$ cat src/rtl/edusoc_fetch.sv
// rtl/edusoc_fetch.sv - EduSoC instruction-fetch front end with prefetch FIFO and redirect
module edusoc_fetch #(
  parameter logic [31:0] RESET_PC = 32'h0000_0000,
  parameter int          DEPTH    = 4
) (
  input  logic        CPU_CLK,
  input  logic        CPU_RES,
  output logic        INSTR_REQ,
  output logic [31:0] INSTR_ADDR,
  input  logic        INSTR_VALID,
  input  logic [31:0] INSTR_RDATA,
  output logic        DEC_VALID,
  input  logic        DEC_READY,
  output logic [31:0] DEC_PC,
  output logic [31:0] DEC_INSTR,
  input  logic        REDIRECT,
  input  logic [31:0] REDIRECT_PC
);

  localparam int               PTR_W    = $clog2(DEPTH);
  localparam logic [PTR_W:0]   CNT_FULL = (PTR_W + 1)'(DEPTH);
  localparam logic [PTR_W:0]   CNT_ONE  = (PTR_W + 1)'(1);
  localparam logic [PTR_W-1:0] PTR_ONE  = PTR_W'(1);

  typedef enum logic [1:0] {IDLE, REQ, DISCARD} state_t;

  state_t           state, state_next;
  logic [31:0]      fetch_pc;
  logic [31:0]      mem_pc    [DEPTH];
  logic [31:0]      mem_instr [DEPTH];
  logic [PTR_W-1:0] rd_ptr, wr_ptr;
  logic [PTR_W:0]   count, count_next;
  logic             push, pop, has_space;
  logic [31:0]      redirect_target, addr_plus4;
  logic             addr_load, pc_load;
  logic [31:0]      addr_next, pc_next;

  assign redirect_target = REDIRECT_PC & 32'hFFFF_FFFC;
  assign addr_plus4      = INSTR_ADDR + 32'd4;

  assign DEC_VALID = (count != '0);
  // Gated so the decode bus reads zero whenever the FIFO is empty, including during reset.
  assign DEC_PC    = DEC_VALID ? mem_pc[rd_ptr]    : 32'h0;
  assign DEC_INSTR = DEC_VALID ? mem_instr[rd_ptr] : 32'h0;

  // A redirect suppresses both the push of any arriving response and a concurrent pop.
  always_comb begin
    push = (state == REQ) && INSTR_VALID && !REDIRECT;
    pop  = DEC_VALID && DEC_READY && !REDIRECT;
    case ({push, pop})
      2'b10:   count_next = count + CNT_ONE;
      2'b01:   count_next = count - CNT_ONE;
      default: count_next = count;
    endcase
    has_space = (count_next < CNT_FULL);
  end

  always_ff @(posedge CPU_CLK or posedge CPU_RES) begin
    if (CPU_RES) state <= IDLE;
    else         state <= state_next;
  end

  always_comb begin
    state_next = state;
    case (state)
      IDLE: begin
        if (REDIRECT || has_space) state_next = REQ;
      end
      REQ: begin
        if (REDIRECT)         state_next = INSTR_VALID ? REQ : DISCARD;
        else if (INSTR_VALID) state_next = has_space ? REQ : IDLE;
      end
      DISCARD: begin
        if (INSTR_VALID) state_next = REQ;
      end
      default: state_next = IDLE;
    endcase
  end

  // While a request is outstanding the address must hold, so a redirect only
  // retargets fetch_pc until the pending response has been consumed.
  always_comb begin
    addr_load = 1'b0;
    addr_next = INSTR_ADDR;
    pc_load   = 1'b0;
    pc_next   = fetch_pc;
    if (REDIRECT) begin
      pc_load = 1'b1;
      pc_next = redirect_target;
      if (state == IDLE || INSTR_VALID) begin
        addr_load = 1'b1;
        addr_next = redirect_target;
      end
    end else begin
      case (state)
        IDLE: begin
          addr_load = 1'b1;
          addr_next = fetch_pc;
        end
        REQ: begin
          if (INSTR_VALID) begin
            pc_load   = 1'b1;
            pc_next   = addr_plus4;
            addr_load = 1'b1;
            addr_next = addr_plus4;
          end
        end
        DISCARD: begin
          if (INSTR_VALID) begin
            addr_load = 1'b1;
            addr_next = fetch_pc;
          end
        end
        default: begin
          addr_load = 1'b0;
        end
      endcase
    end
  end

  always_ff @(posedge CPU_CLK or posedge CPU_RES) begin
    if (CPU_RES) begin
      INSTR_REQ  <= 1'b0;
      INSTR_ADDR <= 32'h0;
      fetch_pc   <= RESET_PC;
      rd_ptr     <= '0;
      wr_ptr     <= '0;
      count      <= '0;
    end else begin
      INSTR_REQ <= (state_next != IDLE);
      if (addr_load) INSTR_ADDR <= addr_next;
      if (pc_load)   fetch_pc   <= pc_next;
      if (REDIRECT) begin
        rd_ptr <= '0;
        wr_ptr <= '0;
        count  <= '0;
      end else begin
        if (push) wr_ptr <= wr_ptr + PTR_ONE;
        if (pop)  rd_ptr <= rd_ptr + PTR_ONE;
        count <= count_next;
      end
    end
  end

  always_ff @(posedge CPU_CLK or posedge CPU_RES) begin
    if (CPU_RES) begin
      for (int i = 0; i < DEPTH; i++) begin
        mem_pc[i]    <= 32'h0;
        mem_instr[i] <= 32'h0;
      end
    end else if (push) begin
      mem_pc[wr_ptr]    <= INSTR_ADDR;
      mem_instr[wr_ptr] <= INSTR_RDATA;
    end
  end

endmodule

$ cat config.mk
export PLATFORM = sky130hd
export DESIGN_NAME = edusoc_fetch
export DESIGN_NICKNAME = d
export VERILOG_FILES = /design/src/rtl/edusoc_fetch.sv
export SDC_FILE = /design/constraint.sdc
export NUM_CORES = 1
export LEC_CHECK = 0
export CAP_MARGIN = 20
export CORE_UTILIZATION = 35
export CTS_BUF_LIST = sky130_fd_sc_hd__clkbuf_8 sky130_fd_sc_hd__clkbuf_16
export DETAILED_ROUTE_END_ITERATION = 6
export PLACE_DENSITY = 0.59
export SETUP_SLACK_MARGIN = 0.02
export SLEW_MARGIN = 20
export SYNTH_ARGS = -nofsm -noshare
export SYNTH_HDL_FRONTEND = slang
export SYNTH_SLANG_ARGS = --single-unit
$ cat constraint.sdc
create_clock -name CPU_CLK -period 22.1 [get_ports CPU_CLK]
set_input_delay 3.315 -clock CPU_CLK [delete_from_list [all_inputs] [get_ports CPU_CLK]]
set_output_delay 3.315 -clock CPU_CLK [all_outputs]
set_load 0.02 [all_outputs]
Word-level counts from Yosys, hierarchy flattened
Cells that the tools add are included.
{"block": "word_totals", "in_bits": 69, "out_inout_bits": 98, "elab_cells": 90, "register_bits": 330}
{"block": "classes", "n_bitwise": 2, "reduce_logical": 19, "n_addsub": 5, "eq_ne": 7, "n_lt_le_gt_ge": 4, "muxes": 38}
{"cell": "$mux W32", "n": 13}
{"cell": "$bwmux W128", "n": 2}
{"cell": "$bmux W32 S2", "n": 2}
{"cell": "$pmux W32 S3", "n": 1}
{"cell": "$demux W32 S2", "n": 1}
{"cell": "$add A32 B3 Y32 const B", "n": 1}
{"cell": "$mux W2", "n": 9}
{"cell": "$reduce_bool A2 Y1", "n": 5}
{"cell": "$ge A3 B3 Y1 const B", "n": 2}
{"cell": "$mux W1", "n": 6}
{"cell": "$ne A3 B3 Y1 const B", "n": 2}
{"cell": "$not A2 Y3", "n": 2}
{"cell": "$pmux W2 S3", "n": 1}
{"cell": "$pmux W3 S2", "n": 1}
{"cell": "$logic_and A1 B1 Y1", "n": 5}
{"cell": "$reduce_and A5 Y1", "n": 1}
{"cell": "$add A2 B1 Y2 const B", "n": 2}
{"cell": "$eq A2 B1 Y1 const B", "n": 2}
{"cell": "$eq A2 B2 Y1 const B", "n": 2}
{"cell": "$reduce_bool A4 Y1", "n": 1}
{"cell": "$add A3 B1 Y3 const B", "n": 1}
{"cell": "$lt A3 B1 Y1 const B", "n": 1}
{"cell": "$lt A3 B3 Y1 const B", "n": 1}
{"cell": "$mux W3", "n": 1}
{"cell": "other kinds (9)", "n": 10}

Depth between registers and ports, before layout
Gate-level depths: netlist of the first run.
{"block": "depth", "word_depth": 11, "ltp_mapped": 14, "mapped_depth_nobuf": 13}

Worst setup path after synthesis of the first run
No wires, ideal clock.
{"block": "synth_path", "kind": "input to register", "from": "in REDIRECT", "to": "reg INSTR_REQ", "t_required_ns": 21.959, "t_arrival_ns": 5.752, "n_path_buf": 3, "setup_ns": 0.141, "path_stages": 14, "slack_ns": 16.207, "cell_sequence": "clkbuf_1 -> inv_1 -> clkbuf_1 -> clkbuf_1 -> nand3_1 -> inv_1 -> ha_1 -> xor2_1 -> ha_1 -> a21oi_1 -> mux2_2 -> mux2_2 -> o21ai_0 -> o211ai_1"}
{"block": "synth_via", "elab_chain_len": 10, "word_cells_on_any_way": 14, "classes_between": "order compare: 1; eq/ne: 2; mux: 6; reduce/logical: 5"}
{"item": "start, declared", "line": "16", "text": "input logic REDIRECT,"}
{"item": "$logic_not A1 Y1", "line": "48, 49"}
{"item": "$logic_and A1 B1 Y1, on equally long branches", "line": "49, 48"}
{"item": "$eq A2 B1 Y1 or $eq A2 B2 Y1 (tied branches)", "line": "50", "text": "case ({push, pop})"}
{"item": "$pmux W3 S2", "line": "50"}
{"item": "$lt A3 B3 Y1", "line": "55", "text": "has_space = (count_next < CNT_FULL);"}
{"item": "$mux W1", "line": "71", "text": "else if (INSTR_VALID) state_next = has_space ? REQ : IDLE;"}
{"item": "$mux W2", "line": "71"}
{"item": "$mux W2", "line": "70", "text": "if (REDIRECT) state_next = INSTR_VALID ? REQ : DISCARD;"}
{"item": "$pmux W2 S3 *", "line": "65", "text": "case (state)"}
{"item": "$reduce_bool A2 Y1 *", "line": "130", "text": "INSTR_REQ <= (state_next != IDLE);"}
{"item": "end signal, assigned", "line": "130"}
{"item": "end, declared", "line": "8", "text": "output logic INSTR_REQ,"}
Every way passes the cells marked *; elsewhere a longest branch is shown, timed or not.
A chain may end at the register's enable or synchronous reset.

Final worst setup path of the first run
{"block": "layout_path", "from": "reg rd_ptr[0]", "to": "out DEC_PC[0]"}
{"block": "layout_via", "elab_chain_len": 5}
{"item": "start, declared", "line": "31", "text": "logic [PTR_W-1:0] rd_ptr, wr_ptr;"}
{"item": "start signal, assigned", "line": "139", "text": "if (pop) rd_ptr <= rd_ptr + PTR_ONE;"}
{"item": "$not A2 Y3 (not written as such)", "line": "43", "text": "assign DEC_PC = DEC_VALID ? mem_pc[rd_ptr] : 32'h0;"}
{"item": "$bmux W32 S2", "line": "43"}
{"item": "$mux W32 (not written as such) (2 in series)", "line": "43"}
{"item": "$mux W32", "line": "43"}
{"item": "end, declared", "line": "14", "text": "output logic [31:0] DEC_PC,"}
No other way between the ends. The select of a mux whose other input is x is not followed.

==> metrics.csv, run 1 <==
stage,metric,value,unit
outcome,status,completed,
setup_path,largest stage delay on the critical path,0.89,ns
layout,Area Overhead vs Synth,21.2,%
clocking,CTS tree,built,
layout,"Core Util, Final",43.3,%
setup_path,Setup CP Type,reg2out,
min_path,Min-Delay Endpoint,mem_pc[14]$_DFFE_PP0P_,
logic_synthesis,simple-gate portion of the synthesized area,9.10,%
pwr,Comb power frac,28.1,%
routing,DR vias,10605,
setup_path,buffers plus inverters on the worst setup path,2,
routing,vias per cell,5.28,
die,top-level I/O count,167,
logic_synthesis,"Seq/Total Area, Yosys",52.1,%
clocking,CTS max path bufs,3,
pwr,clock power share,27.7,%
logic_synthesis,mux cell area share after synthesis,24.5,%
setup_path,r2r setup slk,17.69,ns
logic_synthesis,commonest cells in the netlist,"330 x dfrtp_1, 204 x mux2_2, 101 x nand2_1, 89 x o21ai_0, 66 x and2_1",
setup_path,Setup crit start kind,flip-flop,
sta,worst setup margin,15.25,ns
global_routing,first-pass GRT wire length,62.9,mm
logic_synthesis,number of distinct library cells after synthesis,62,
clocking,CTS clock-pin slew for the worst setup and hold paths,0.06,ns
logic_synthesis,Post-Syn Nets,1355,
setup_path,cell family with most CP delay,buffers and inverters,
clocking,CTS Root Cell,clkbuf_16,
place,port bufs,164,
die,Starting Density,35.7,%
setup_path,reg-to-reg critical path startpoint,state[1]$_DFF_PP0_,
sta,Setup Viol. Count Final,0,
place,setup slack at placement,15.09,ns
clocking,CTS buffer count,38,
logic_synthesis,Yosys top cell area share,52.1,%
setup_path,Crit Reg-Reg Endpoint,INSTR_REQ$_DFF_PP0_,
setup_path,slowest CP cell,dfrtp_4,
logic_synthesis,Synth Area in Compound Gates,8.36,%
die,Die Wd,215,µm
global_routing,vias in the first global route,11129,
routing,Residual DRC,0,
logic_synthesis,Yosys warnings,0,
clocking,CTS Sinks,330,
pwr,P_int,0.00156,W
pwr,sw power,0.000720,W
sta,Hold Fails Final Rpt,0,
global_routing,GRT Util Overall,17.2,%
sta,Slew headroom,25.6,%
sta,RSZ-0062 raised after global routing,false,
global_routing,initial antenna violation count,0,
routing,ANT nets after route,0,
sta,clock period minus final worst setup slack,6.85,ns
clocking,hold buffers post-CTS,0,
sta,Worst Skew,0.0158,ns
logic_synthesis,Gate Count Post-Synth,1273,
pwr,Net Sw Frac,31.5,%
place,routability cong.,0.786,
routing,routed wire length,38.9,mm
global_routing,largest net degree at the start of global routing,127,
routing,First-pass DRT Iterations,5,
logic_synthesis,Synth Register Bits,330,
die,chip height,215,µm
logic_synthesis,asr flop ratio synth,100,%
setup_path,CP Cell Sequence,"buf_4, mux4_2, and2_1, clkdlybuf4s50_1",
pwr,sequential share of power,44.3,%
logic_synthesis,Synth Area in XOR/XNOR,1.66,%
pwr,Lkg Pwr,8.25,nW
logic_synthesis,most frequent cell after synthesis,dfrtp_1,
layout,# diodes,0,
layout,Nets,1473,
clocking,Resize count post-CTS,0,
sta,Tcrit/Tclk final,31.0,%
logic_synthesis,Syn Area/Cell,12.5,µm²
global_routing,GR Overflow Total,0,
layout,share of layout cells above drive strength 1,25.4,%
sta,Slew Limit Fails,0,
pwr,maximum VDD drop,0.0000592,V
routing,WL/cell,19.4,µm
min_path,hold depth,2,
clocking,number of H-tree levels,2,
logic_synthesis,Synth Area in Adders,1.03,%
clocking,# Post-CTS Setup Buffers,0,
setup_path,CP Data Arrival Time,3.53,ns
setup_path,CP Capture Type,output pin,
logic_synthesis,number of synthesized flops with an enable pin,0,
pwr,power per cell area,119,nW/µm²
setup_path,r2r worst-path depth,13,
min_path,Worst Hold Class,reg2reg,
die,Core ar.,44400,µm²
routing,DRT iter0 DRCs,693,
setup_path,worst-path fanout max,34,
die,row cnt,77,
run,# Max-Cap Violations,0,
logic_synthesis,synth top area cells,"dfrtp_1 52%, mux2_2 14%, mux4_2 9.1%",
setup_path,Worst Path Required,18.78,ns
sta,worst slew pin tran,1.12,ns
sta,Fin Setup TNS,0,ns
min_path,HP Start,mem_pc[14]$_DFFE_PP0P_,
logic_synthesis,main flop type after synthesis,dfrtp_1,
logic_synthesis,"area leader, netlist",dfrtp_1,
sta,Max Clock Freq,146,MHz
die,Die Area,46200,µm²
logic_synthesis,synthesized area,15900,µm²
logic_synthesis,main combinational cell family by area after synthesis,multiplexers,
place,dpl hpwl,24.0,mm
clocking,clock latency on the worst-skew pair,0.55,ns
registers in the layout (all words and copies together), names as in the netlist:
register	cells
state	2
INSTR_REQ	1
mem_pc	128
INSTR_ADDR	32
wr_ptr	2
mem_instr	128
rd_ptr	2
fetch_pc	32
count	3
worst max path at each step:
stage / startpoint / to / slack, ns / cells after the start
after floorplan: CPU_RES / INSTR_ADDR[0]$_DFFE_PP0P_ / 9.65 / 1
after global placement: INSTR_VALID / INSTR_REQ$_DFF_PP0_ / 15.15 / 12
after detailed placement: INSTR_VALID / INSTR_REQ$_DFF_PP0_ / 15.09 / 12
after CTS: rd_ptr[0]$_DFFE_PP0P_ / DEC_PC[0] / 15.08 / 4
after global routing: rd_ptr[0]$_DFFE_PP0P_ / DEC_PC[0] / 14.93 / 4
final: rd_ptr[0]$_DFFE_PP0P_ / DEC_PC[0] / 15.25 / 4
area by class of cell:
| class | instances | area (µm²) |
|---|---|---|
| repair buffers | 179 | 1750 |
| well taps | 592 | 741 |
| flip-flops and latches | 330 | 8270 |
| multi-input cells | 819 | 7120 |
| inverters | 23 | 93.8 |
| clock buffers | 46 | 1070 |
| clock inverters | 20 | 191 |
| fillers | 4092 | 25200 |
placed cells by master, fill, tap and decap left out, types with 5 or more instances in the layout:
cell / synthesis / final
o211ai_1: 8 / 8
a22oi_1: 18 / 18
mux4_2: 64 / 64
nor2_1: 45 / 45
nor3_1: 13 / 13
o22ai_1: 10 / 9
dfrtp_1: 330 / 328
nand3_1: 18 / 18
and3_1: 6 / 6
nand2_1: 101 / 97
nand4_1: 10 / 10
clkbuf_16: 0 / 39
buf_4: 4 / 15
mux2_1: 11 / 11
xor2_1: 10 / 10
and4_1: 5 / 5
clkbuf_8: 0 / 7
inv_1: 21 / 30
o31a_1: 8 / 8
mux2_2: 204 / 204
clkdlybuf4s50_1: 0 / 163
o21ai_0: 89 / 89
xnor2_1: 20 / 20
ha_1: 13 / 13
a21oi_1: 32 / 32
and2_1: 66 / 66
a31oi_1: 10 / 10
metal layers:
| metal | track usage [%] | wire length (µm) | vias up |
|---|---|---|---|
| met5 | 0 | 0 | - |
| met4 | 5.02 | 899 | 0 |
| met3 | 3.24 | 1620 | 65 |
| met2 | 27.6 | 18200 | 250 |
| met1 | 23.7 | 18200 | 5445 |
| li1 | - | - | 4845 |
stage by stage:
| step | cells | total power (W) | hold WS [ns] | instance area, µm² |
|---|---|---|---|---|
| floorplan | 1273 | 0.00145 | 0.445 | 15900 |
| global placement | 1942 | 0.00164 | 0.455 | 18000 |
| detailed placement | 1942 | 0.00167 | 0.465 | 18000 |
| CTS | 2008 | 0.00231 | 0.478 | 19200 |
| global route | 2009 | 0.00243 | 0.504 | 19200 |
| finish | 2009 | 0.00228 | 0.474 | 19200 |
worst reg2reg max path: stages, from the launching register on:
cell	delay [ns]
dfrtp_1	0.43
inv_1	0.10
ha_1	0.74
inv_1	0.24
nor2_2	0.15
nand2_1	0.52
ha_1	0.53
xor2_1	0.16
ha_1	0.19
a21oi_1	0.15
mux2_2	0.38
mux2_2	0.29
o21ai_0	0.23
o211ai_1	0.16
power groups by stage:
stage	sequential, W	clock [W]	combinational [W]
after floorplan	0.000964	0	0.000481
after global placement	0.00101	0	0.000629
after detailed placement	0.00102	0	0.000645
after CTS	0.00101	0.000651	0.000648
after global routing	0.00105	0.000675	0.000704
final	0.00101	0.000631	0.000641
cells by family after synthesis:
| logic type | Yosys count |
|---|---|
| compound gates | 213 |
| xor+xnor | 30 |
| fa+ha+maj | 13 |
| buf+inv | 124 |
| flops | 330 |
| mux | 281 |
| simple gates | 282 |
(Power assumes the default switching activity.)
==> run 2, diff against run 1 <==
==> constraint.sdc (replaced) <==
create_clock -name CPU_CLK -period 6.99 [get_ports CPU_CLK]
set_input_delay 1.0485 -clock CPU_CLK [delete_from_list [all_inputs] [get_ports CPU_CLK]]
set_output_delay 1.0485 -clock CPU_CLK [all_outputs]
set_load 0.02 [all_outputs]
==> run 2 against run 1 <==
Worst hold slack is essentially flat. Clock skew down 0.0019 ns. Final cell count hardly changed. Critical path type unchanged.
==> metrics.csv, run 2 (same netlist as run 1, synthesis figures left out) <==
stage,metric,value,unit,change
global_routing,first-pass GRT wire length,63.6,mm,+1.0%
setup_path,Setup CP Type,reg2out,,
clocking,CTS Root Cell,clkbuf_16,,
clocking,clock latency on the worst-skew pair,0.54,ns,about the same
layout,share of layout cells above drive strength 1,25.7,%,+0.33 points
pwr,clock power share,28.1,%,+0.4 points
clocking,CTS Sinks,330,,unchanged
layout,"Core Util, Final",43.5,%,+0.17 points
routing,WL/cell,19.5,µm,+0.95%
setup_path,CP Capture Type,output pin,,
die,Starting Density,35.7,%,unchanged
clocking,CTS max path bufs,3,,unchanged
setup_path,slowest CP cell,dfrtp_4,,
sta,WHS,0.474,ns,+0.000471 ns
global_routing,vias in the first global route,11195,,+0.59%
min_path,Worst Hold Class,reg2reg,,
layout,# diodes,0,,unchanged
layout,Area Overhead vs Synth,21.7,%,
die,row cnt,77,,unchanged
setup_path,largest stage delay on the critical path,1.03,ns,+0.14 ns
run,# Max-Cap Violations,0,,unchanged
setup_path,CP Cell Sequence,"buf_4, mux4_2, and2_1, clkdlybuf4s50_1",,
global_routing,largest net degree at the start of global routing,165,,+30%
die,Die Wd,215,µm,unchanged
sta,Worst Skew,0.0139,ns,-0.00192 ns
sta,Slew headroom,25.0,%,-0.65 points
pwr,maximum VDD drop,0.000188,V,+220%
clocking,number of H-tree levels,2,,unchanged
setup_path,Setup crit start kind,flip-flop,,
routing,DR vias,10614,,+0.085%
die,Die Area,46200,µm²,unchanged
pwr,power per cell area,376,nW/µm²,+220%
layout,fin cells,2010,,+0.050%
layout,"leading cell types in the layout, fill and taps excluded","328 x dfrtp_1, 204 x mux2_2, 163 x clkdlybuf4s50_1, 97 x nand2_1, 89 x o21ai_0",,
pwr,sequential share of power,44.0,%,-0.3 points
clocking,# Post-CTS Setup Buffers,0,,unchanged
layout,"commonest non-fill, non-tap cell in the layout",dfrtp_1,,
pwr,P_int,0.00498,W,+220%
sta,Setup Viol. Count Final,0,,unchanged
die,chip height,215,µm,unchanged
routing,Residual DRC,0,,unchanged
place,port bufs,164,,unchanged
routing,routed wire length,39.3,mm,+1.0%
sta,clock period minus final worst setup slack,4.55,ns,
routing,First-pass DRT Iterations,5,,unchanged
clocking,CTS clock-pin slew for the worst setup and hold paths,0.06,ns,about the same
layout,top flop regs,"mem_instr x128, mem_pc x128",,
global_routing,GRT Util Overall,17.4,%,+0.22 points
pwr,Net Sw Frac,31.4,%,-0.16 points
routing,ANT nets after route,0,,unchanged
global_routing,GR Overflow Total,0,,unchanged
sta,Max Clock Freq,220,MHz,
sta,Slew Limit Fails,0,,unchanged
routing,DRT iter0 DRCs,702,,+1.3%
pwr,Comb power frac,27.8,%,-0.3 points
clocking,Resize count post-CTS,0,,unchanged
setup_path,worst-path fanout max,44,,+29%
sta,RSZ-0062 raised after global routing,false,,
clocking,CTS tree,built,,
die,Core ar.,44400,µm²,unchanged
sta,Tcrit/Tclk final,65.0,%,
pwr,sw power,0.00228,W,+220%
place,routability cong.,0.813,,+3.4%
die,top-level I/O count,167,,unchanged
place,placed cells,1941,,-0.051%
sta,Fin Setup TNS,0,ns,unchanged
setup_path,Worst Path Required,5.94,ns,-12.84 ns
layout,sequential cell area,8270,µm²,unchanged
pwr,Lkg Pwr,8.26,nW,+0.17%
routing,vias per cell,5.28,,about the same
layout,Filler cells,4092,,unchanged
global_routing,initial antenna violation count,0,,unchanged
clocking,CTS buffer count,38,,unchanged
layout,Nets,1472,,-0.068%
outcome,status,completed,,
layout,Multi-input gate area,7130,µm²,+0.14%
place,dpl hpwl,24.0,mm,about the same
clocking,hold buffers post-CTS,0,,unchanged
sta,worst slew pin tran,1.12,ns,+0.00564 ns
setup_path,CP Data Arrival Time,3.50,ns,-0.03 ns
sta,Hold Fails Final Rpt,0,,unchanged
==> run 2: area by class of cell <==
cell class	count	area share, %
Multi-Input combinational cell	819	36.9
Sequential cell	330	42.8
Timing Repair Buffer	178	9.26
Tap cell	592	3.84
Inverter	23	0.467
Clock inverter	20	0.888
Clock buffer	48	5.81
==> run 2: final timing paths <==
check / startpoint / end / slack, ns / cells after the start
max reg2reg: state[1]$_DFF_PP0_ / INSTR_REQ$_DFF_PP0_ / 2.75 / 13
max: rd_ptr[0]$_DFFE_PP0P_ / DEC_PC[1] / 2.44 / 4
min reg2reg: mem_pc[66]$_DFFE_PP0P_ / mem_pc[66]$_DFFE_PP0P_ / 0.47 / 2
min in group asynchronous: CPU_RES / mem_instr[123]$_DFFE_PP0P_ / 0.85 / 2
min: mem_pc[66]$_DFFE_PP0P_ / mem_pc[66]$_DFFE_PP0P_ / 0.47 / 2
max in group asynchronous: CPU_RES / rd_ptr[0]$_DFFE_PP0P_ / 4.88 / 3
==> run 2: power by group through the flow <==
stage / Combinational (W) / Sequential, W / Clock [W]
floorplan: 0.00152 / 0.00305 / 0
global placement: 0.00199 / 0.00319 / 0
detailed placement: 0.00204 / 0.00323 / 0
CTS: 0.00204 / 0.00320 / 0.00211
global route: 0.00223 / 0.00331 / 0.00218
finish: 0.00202 / 0.00320 / 0.00204
==> run 2: per-layer routing <==
| layer | global-route usage [%] | routed length (µm) | share of wire [%] |
|---|---|---|---|
| met5 | 0 | 0 | 0 |
| met4 | 6.57 | 1060 | 2.7 |
| met3 | 2.85 | 1540 | 3.9 |
| met2 | 27.4 | 18100 | 46 |
| met1 | 24.2 | 18500 | 47 |
==> run 2: worst max-delay path: cells and delay by family (launching register included) <==
family / cells / cell delay (ns)
buffers and inverters: 2 / 1.18
AND/OR/NAND/NOR: 1 / 0.17
multiplexers: 1 / 0.56
flip-flops: 1 / 1.03
==> run 2: stage by stage <==
step | area [µm²] | power [W] | setup slack, ns
CTS | 19300 | 0.00735 | 2.23
detailed placement | 18000 | 0.00527 | 2.03
global route | 19300 | 0.00771 | 2.13
floorplan | 15900 | 0.00457 | 1.53
global placement | 18000 | 0.00517 | 2.04
finish | 19300 | 0.00726 | 2.44
